--- config.mk ---
export PLATFORM = sky130hd
export DESIGN_NAME = alu_issuer_flat
export DESIGN_NICKNAME = d
export VERILOG_FILES = /design/src/rtl/alu_issuer_if.sv /design/src/rtl/alu_issuer.sv /design/src/flat_wrapper.sv
export SDC_FILE = /design/constraint.sdc
export NUM_CORES = 1
export LEC_CHECK = 0
export CAP_MARGIN = 20
export CORE_MARGIN = 1.5
export CORE_UTILIZATION = 38
export CTS_CLUSTER_DIAMETER = 200
export DETAILED_ROUTE_END_ITERATION = 8
export PLACE_DENSITY = 0.73
export REMOVE_ABC_BUFFERS = 1
export SETUP_SLACK_MARGIN = 0.5
export SKIP_CTS_REPAIR_TIMING = 1
export SLEW_MARGIN = 10
export SYNTH_ARGS = -nofsm -noshare
export SYNTH_HDL_FRONTEND = slang
export SYNTH_SLANG_ARGS = --single-unit
--- constraint.sdc ---
create_clock -name clk -period 1.67 [get_ports clk]
set_clock_uncertainty 0.2 [all_clocks]
set_input_delay 0.167 -clock clk [delete_from_list [all_inputs] [get_ports clk]]
set_output_delay 0.167 -clock clk [all_outputs]
set_load 0.005 [all_outputs]
--- src/rtl/alu_issuer_if.sv ---
// Request/response handshake plus ALU port bundle for alu_issuer.
// slave = issuer side, master = controller / ALU side.
interface alu_issuer_if;
  logic        req_valid;
  logic        req_ready;
  logic [7:0]  req_a;
  logic [7:0]  req_b;
  logic [3:0]  req_cmd;

  logic        rsp_valid;
  logic        rsp_ready;
  logic [15:0] rsp_y;
  logic        rsp_err;

  logic [7:0]  alu_a;
  logic [7:0]  alu_b;
  logic [3:0]  alu_command;
  logic        alu_oe;
  logic [15:0] alu_y;

  logic [15:0] op_count;

  modport slave (
    input  req_valid, req_a, req_b, req_cmd, rsp_ready, alu_y,
    output req_ready, rsp_valid, rsp_y, rsp_err,
           alu_a, alu_b, alu_command, alu_oe, op_count
  );

  modport master (
    output req_valid, req_a, req_b, req_cmd, rsp_ready, alu_y,
    input  req_ready, rsp_valid, rsp_y, rsp_err,
           alu_a, alu_b, alu_command, alu_oe, op_count
  );
endinterface

--- src/rtl/alu_issuer.sv ---
// Valid/ready front-end that runs one combinational ALU operation per request.
// Optional: ALU_ISSUER_DIVZERO_CHK_EN short-circuits DIV by zero to an error response.
module alu_issuer #(
  parameter int unsigned SETTLE_CYCLES = 1  // legal 1..15
) (
  input  logic         clk,
  input  logic         rst_n,
  alu_issuer_if.slave  bus
);
  typedef enum logic [1:0] {IDLE, PRIME, EXEC, RESP} state_t;

  typedef struct packed {
    logic [7:0] a;
    logic [7:0] b;
    logic [3:0] cmd;
  } req_t;

  localparam logic [3:0] CMD_DIV     = 4'h5;
  localparam logic [3:0] SETTLE_LAST = 4'(SETTLE_CYCLES - 1);

  state_t      st, st_nxt;
  req_t        op_q;
  logic [3:0]  settle_q;
  logic [15:0] y_q;
  logic [15:0] cnt_q;
  logic        accept, divzero, settle_done, rsp_hs;

  assign accept      = (st == IDLE) && bus.req_valid;
  assign settle_done = (st == EXEC) && (settle_q == SETTLE_LAST);
  assign rsp_hs      = (st == RESP) && bus.rsp_ready;

`ifdef ALU_ISSUER_DIVZERO_CHK_EN
  assign divzero = (bus.req_cmd == CMD_DIV) && (bus.req_b == 8'h00);
`else
  assign divzero = 1'b0;
`endif

  always_ff @(posedge clk or negedge rst_n) begin
    if (!rst_n) st <= IDLE;
    else        st <= st_nxt;
  end

  // Command is flipped in PRIME so EXEC always presents a fresh command edge.
  always_comb begin
    st_nxt          = st;
    bus.req_ready   = 1'b0;
    bus.rsp_valid   = 1'b0;
    bus.alu_oe      = 1'b0;
    bus.alu_command = op_q.cmd;
    unique case (st)
      IDLE: begin
        bus.req_ready = 1'b1;
        if (bus.req_valid) st_nxt = divzero ? RESP : PRIME;
      end
      PRIME: begin
        bus.alu_command = op_q.cmd ^ 4'b0001;
        st_nxt          = EXEC;
      end
      EXEC: begin
        bus.alu_oe = 1'b1;
        if (settle_done) st_nxt = RESP;
      end
      RESP: begin
        bus.rsp_valid = 1'b1;
        if (bus.rsp_ready) st_nxt = IDLE;
      end
      default: st_nxt = IDLE;
    endcase
  end

  // A short-circuited request leaves the ALU operand registers untouched.
  always_ff @(posedge clk or negedge rst_n) begin
    if (!rst_n) begin
      op_q     <= '0;
      settle_q <= '0;
      y_q      <= '0;
      cnt_q    <= '0;
    end else begin
      if (accept && !divzero) op_q <= '{a: bus.req_a, b: bus.req_b, cmd: bus.req_cmd};
      settle_q <= ((st == EXEC) && !settle_done) ? settle_q + 4'd1 : 4'd0;
      if (settle_done)        y_q   <= bus.alu_y;
      if (accept && divzero)  y_q   <= 16'hFFFF;
      if (rsp_hs)             cnt_q <= cnt_q + 16'd1;
    end
  end

`ifdef ALU_ISSUER_DIVZERO_CHK_EN
  logic err_q;
  always_ff @(posedge clk or negedge rst_n) begin
    if (!rst_n)                err_q <= 1'b0;
    else if (accept && divzero) err_q <= 1'b1;
    else if (settle_done)      err_q <= 1'b0;
  end
  assign bus.rsp_err = err_q;
`else
  assign bus.rsp_err = 1'b0;
`endif

  assign bus.alu_a    = op_q.a;
  assign bus.alu_b    = op_q.b;
  assign bus.rsp_y    = y_q;
  assign bus.op_count = cnt_q;
endmodule

--- src/flat_wrapper.sv ---
// flat-port wrapper written by rule: the top's interface ports become plain ports
module alu_issuer_flat 
#(
  parameter int unsigned SETTLE_CYCLES = 1                
)
  (clk, rst_n, bus_req_valid, bus_req_a, bus_req_b, bus_req_cmd, bus_rsp_ready, bus_alu_y, bus_req_ready, bus_rsp_valid, bus_rsp_y, bus_rsp_err, bus_alu_a, bus_alu_b, bus_alu_command, bus_alu_oe, bus_op_count);
  alu_issuer_if bus_i ();
  input  logic clk;
  input  logic rst_n;
  input wire logic [$bits(bus_i.req_valid)-1:0] bus_req_valid;
  input wire logic [$bits(bus_i.req_a)-1:0] bus_req_a;
  input wire logic [$bits(bus_i.req_b)-1:0] bus_req_b;
  input wire logic [$bits(bus_i.req_cmd)-1:0] bus_req_cmd;
  input wire logic [$bits(bus_i.rsp_ready)-1:0] bus_rsp_ready;
  input wire logic [$bits(bus_i.alu_y)-1:0] bus_alu_y;
  output wire logic [$bits(bus_i.req_ready)-1:0] bus_req_ready;
  output wire logic [$bits(bus_i.rsp_valid)-1:0] bus_rsp_valid;
  output wire logic [$bits(bus_i.rsp_y)-1:0] bus_rsp_y;
  output wire logic [$bits(bus_i.rsp_err)-1:0] bus_rsp_err;
  output wire logic [$bits(bus_i.alu_a)-1:0] bus_alu_a;
  output wire logic [$bits(bus_i.alu_b)-1:0] bus_alu_b;
  output wire logic [$bits(bus_i.alu_command)-1:0] bus_alu_command;
  output wire logic [$bits(bus_i.alu_oe)-1:0] bus_alu_oe;
  output wire logic [$bits(bus_i.op_count)-1:0] bus_op_count;
  assign bus_i.req_valid = bus_req_valid;
  assign bus_i.req_a = bus_req_a;
  assign bus_i.req_b = bus_req_b;
  assign bus_i.req_cmd = bus_req_cmd;
  assign bus_i.rsp_ready = bus_rsp_ready;
  assign bus_i.alu_y = bus_alu_y;
  assign bus_req_ready = bus_i.req_ready;
  assign bus_rsp_valid = bus_i.rsp_valid;
  assign bus_rsp_y = bus_i.rsp_y;
  assign bus_rsp_err = bus_i.rsp_err;
  assign bus_alu_a = bus_i.alu_a;
  assign bus_alu_b = bus_i.alu_b;
  assign bus_alu_command = bus_i.alu_command;
  assign bus_alu_oe = bus_i.alu_oe;
  assign bus_op_count = bus_i.op_count;
  alu_issuer #(.SETTLE_CYCLES(SETTLE_CYCLES)) u_core (.clk(clk), .rst_n(rst_n), .bus(bus_i));
endmodule
# After elaboration in Yosys (flattened, before gate mapping)
# Index checks and enable logic that the tools add are counted.
word_totals:
  reg_bits: 58
  input_bits: 40
  output_inout_bits: 56
  wordCells: 33
classes:
  add_sub_neg: 2
  n_eq_ne: 6
  mux: 9
  bitwise_logic: 1
  n_reduce_logical: 8
op_table:
  columns: ["cell", "n"]
  rows:
  - ["16-bit by 1-bit adder with 16-bit output, second input constant", 1]
  - ["2-bit case mux with 4 select lines", 1]
  - ["2-bit 2-to-1 mux", 3]
  - ["4-bit by 1-bit adder with 4-bit output, second input constant", 1]
  - ["2-bit == test, second input constant", 2]
  - ["1-bit logical AND", 4]
  - ["4-bit logical NOT", 1]
  - ["1-bit 2-to-1 mux", 4]
  - ["4-bit 2-to-1 mux", 1]
  - ["2-bit != test, second input constant", 2]
  - ["3-bit AND reduction", 1]
  - ["2-bit by 1-bit == test with 1-bit output, second input constant", 1]
  - ["2-bit logical NOT", 1]
  - ["2-bit by 1-bit != test with 1-bit output, second input constant", 1]
  - ["1-bit logical NOT", 1]
  - ["1-bit NOT", 1]

# Depth between registers and ports, before layout
logic_depth:
  word_depth: 5
  ltp_mapped: 6
  depth_no_buf: 5

# Worst setup path before layout
# Ideal clock, no wire load.
synth_timing:
  path_kind: "register to register"
  start: "register u_core.st[0]"
  end: "register u_core.y_q[0] (netlist: u_core.bus.rsp_y[0])"
  setup_ns: 0.125
  arrival_ns: 1.486
  t_required_ns: 1.345
  path_slack_ns: -0.141
  path_stages_with_launch: 7
  path_buffers: 2
  period_less_slack_ns: 1.811
  cell_sequence: "dfrtp_1 inv_1 ha_1 and3_1 buf_2 buf_6 mux2_4"
synth_between:
  elab_chain_cells: 2
synth_rtl:
  columns: ["item", "line", "text"]
  rows:
  - ["from (decl)", "alu_issuer.sv:21", "state_t st, st_nxt;"]
  - ["from (signal assigned)", "alu_issuer.sv:40", "else st <= st_nxt;"]
  - ["2-bit == test", "alu_issuer.sv:29", "assign settle_done = (st == EXEC) && (settle_q == SETTLE_LAST);"]
  - ["1-bit logical AND", "alu_issuer.sv:29", null]
  - ["to (signal assigned)", "alu_issuer.sv:81", "if (settle_done) y_q <= bus.alu_y;"]
  - ["to (decl)", "alu_issuer.sv:24", "logic [15:0] y_q;"]
# Every way passes these cells.
# A chain may end at the register's enable or synchronous reset.

# Worst setup path after layout
layout_timing:
  start: "register u_core.st[0]"
  end: "register u_core.y_q[5] (netlist: u_core.bus.rsp_y[5])"
# The elaborated chain is that of the path after synthesis.

==> summary.txt <==
post-place setup slack: -0.154 ns
xor and xnor area share after synthesis: 6.01%
adder-cell share of the synthesized area: 3.34%
CTS clk-pin slew, worst paths: 0.07 ns
wirelength, routed: 6350 microns
Switching Power: 2.11 mW
max cap viols: 0
Critical Path End Type: flip-flop
Via-to-Cell Ratio: 4.62
GR Overflow Total: 0
antenna violations before repair: 0
power share of the clock group: 18.5%
P_int: 5.01 mW
die height: 86.1 microns
Synth Warn #: 0
sequential share of power: 32.2%
clock root cell: clkbuf_8
Peak VDD IR: 0.932 mV
Remaining DRCs: 0
Leak: 2.20 nW
Final ANT Viol Nets: 0
Fmax: 0.563 GHz
full die area: 7410 sq um
Clock Path Buffers: 2
kind of critical path: flip-flop to flip-flop
crit path max fanout: 8
largest net degree at the start of global routing: 59
Final Util: 64.9%
Area Growth Syn to Fin: 66.1%
gp weighted congestion: 0.754
top-area cell type share of the netlist area: 55.3%
GR Util All Layers: 14.1%
fillers: 495
I/O Pins: 96
hpwl dp: 3590 microns
CP Data Arrival Time: 1.79 ns
synthesis-stage register bit count: 58
failing checks: setup timing
Gate power share: 49.3%
via count: 1941
Worst Path Required: 1.69 ns
mux cell area share after synthesis: 17.7%
Synth Instances: 193
Iter 0 DRT Violations: 32
number of iterations in the first detailed-routing pass: 2
ranking of synthesized cells by area: dfrtp_1 55%, mux2_2 12%, buf_4 5.7%, mux2_4 5.7%, xnor2_1 4.7%
CORE AREA: 6720 sq um
status: finished, violations left
Die X: 86.1 microns
switching fraction of total power: 29.6%
H-tree levels: 3
pwr/cell area: 1630 nW/um^2
synth unique cells: 23
share of layout cells above drive strength 1: 62.6%
unrepaired setup endpoints after global routing: true
Seq/Total Area, Yosys: 55.3%
Mean Syn Cell Area: 13.6 sq um
CTS Buf Count: 9
Clk Latency, worst-skew pair: 0.33 ns
Port Buffers: 94
Sink Count: 58
Final min period: 1.78 ns
Initial Util: 39.1%
number of nets in the layout: 382
Avg WL per Cell: 15.1 microns
first-pass GRT wire length: 7980 microns
Worst Hold Class: primary input to asynchronous set/reset pin
Final Setup Violations: 25
Synth Cell Area: 2620 sq um
Final Max Tran Viols: 0
Worst Setup Slack, final: -0.106 ns
final hold violations: 0
element type at the critical path start: flip-flop
CTS tree: built
compound-gate portion of the synthesized area: 0.668%
post-synth top area cell: dfrtp_1
# rows: 30
largest family of logic cells by synthesized area: multiplexers
Tcrit/Tclk final: 106%
simple-gate share of the synthesized area: 9.20%
antenna cells: 0
vias in the first global route: 1774
## per-layer routing
metal  GRT usage, %  up-vias  wire length (microns)
met1           15.9      957                   2610
li1               -      912                      -
met2           23.7       65                   3240
met4           3.52        0                     56
met3           7.31        7                    438
met5              0        -                      0
## flip-flops by register name, indices dropped and copies added, names as in the netlist
register / flops
u_core.bus.op_count: 16
u_core.bus.alu_a: 8
u_core.st: 2
u_core.bus.alu_b: 8
u_core.op_q: 4
u_core.settle_q: 4
u_core.bus.rsp_y: 16
## through the flow
step           area (sq um)  std cells  hold WS, ns  setup TNS (ns)  total power, mW
6_report               4360        420        0.180           -1.75             7.12
5_1_grt                4360        420        0.205           -3.10             7.54
4_1_cts                3850        376       -0.369           -3.91             6.43
3_5_place_dp           3650        360     -0.00496           -2.54             5.08
3_3_place_gp           3650        360     -0.00429           -1.46             5.00
2_1_floorplan          2450        169       -0.329           -8.92             3.40
## kinds of logic after synthesis
logic type	Yosys count
AO/OA/AOI/OAI	2
XOR/XNOR	18
adder cells (fa/ha/maj)	7
buffers and inverters	30
flip-flops	58
multiplexers	38
other	1
AND/OR/NAND/NOR	39
## Yosys cell counts, drive strengths merged
cell	n
nand3	8
buf	24
xor2	4
and2	3
nor3	4
inv	6
ha	7
nand4	5
nor4	1
a21boi	1
o32a	1
dfrtp	58
xnor2	14
nor2	6
nor2b	2
mux2	38
conb	1
nand2	7
and3	3
## final timing paths
kind                                     startpoint                    to  slack (ns)  depth (start not counted)
worst max-delay path                   u_core.st[0]   u_core.bus.rsp_y[5]       -0.11                          6
worst min-delay path                          rst_n  u_core.bus.rsp_y[15]        0.18                          3
worst max register to register         u_core.st[0]   u_core.bus.rsp_y[5]       -0.11                          6
worst min register to register  u_core.bus.rsp_y[5]   u_core.bus.rsp_y[5]        0.31                          1
max in group asynchronous                     rst_n          u_core.st[1]        0.82                          3
min in group clk                       bus_req_b[3]   u_core.bus.alu_b[3]        0.25                          2
## power groups by stage
stage                     Sequential (mW)  Clock [mW]  Combinational (mW)
after floorplan                      2.32           0                1.08
after global placement               2.25           0                2.75
after detailed placement             2.28           0                2.80
after CTS                            2.26        1.36                2.81
after global routing                 2.35        1.42                3.76
final                                2.30        1.31                3.51
## final cells by class
cell class,count,area (sq um),area share (%)
clock inverter,5,52.6,1.21
multi-input combinational,105,1290,29.6
tap,80,100,2.30
clock buffer,11,151,3.47
sequential,58,1460,33.5
inverter,6,22.5,0.517
timing repair buffer,155,1280,29.3
## critical path, stage by stage, from the launching register on
cell and delay, ns:
dfrtp_2 0.45, inv_2 0.09, buf_6 0.10, ha_4 0.13, and3_4 0.22, buf_12 0.14
mux2_2 0.33
## layout by cell type (no fill, tap or decap), types with 4 or more instances in the layout
cell / n
buf_2: 20
buf_4: 42
buf_6: 14
clkbuf_2: 33
clkbuf_8: 11
clkdlybuf4s50_1: 38
dfrtp_1: 50
dfrtp_2: 8
ha_4: 4
inv_1: 4
mux2_2: 4
mux2_4: 34
nand2_4: 4
nand3_1: 4
nand3_2: 4
xnor2_1: 11
xor2_1: 4
No activity file was read; power rests on OpenSTA's default activity.
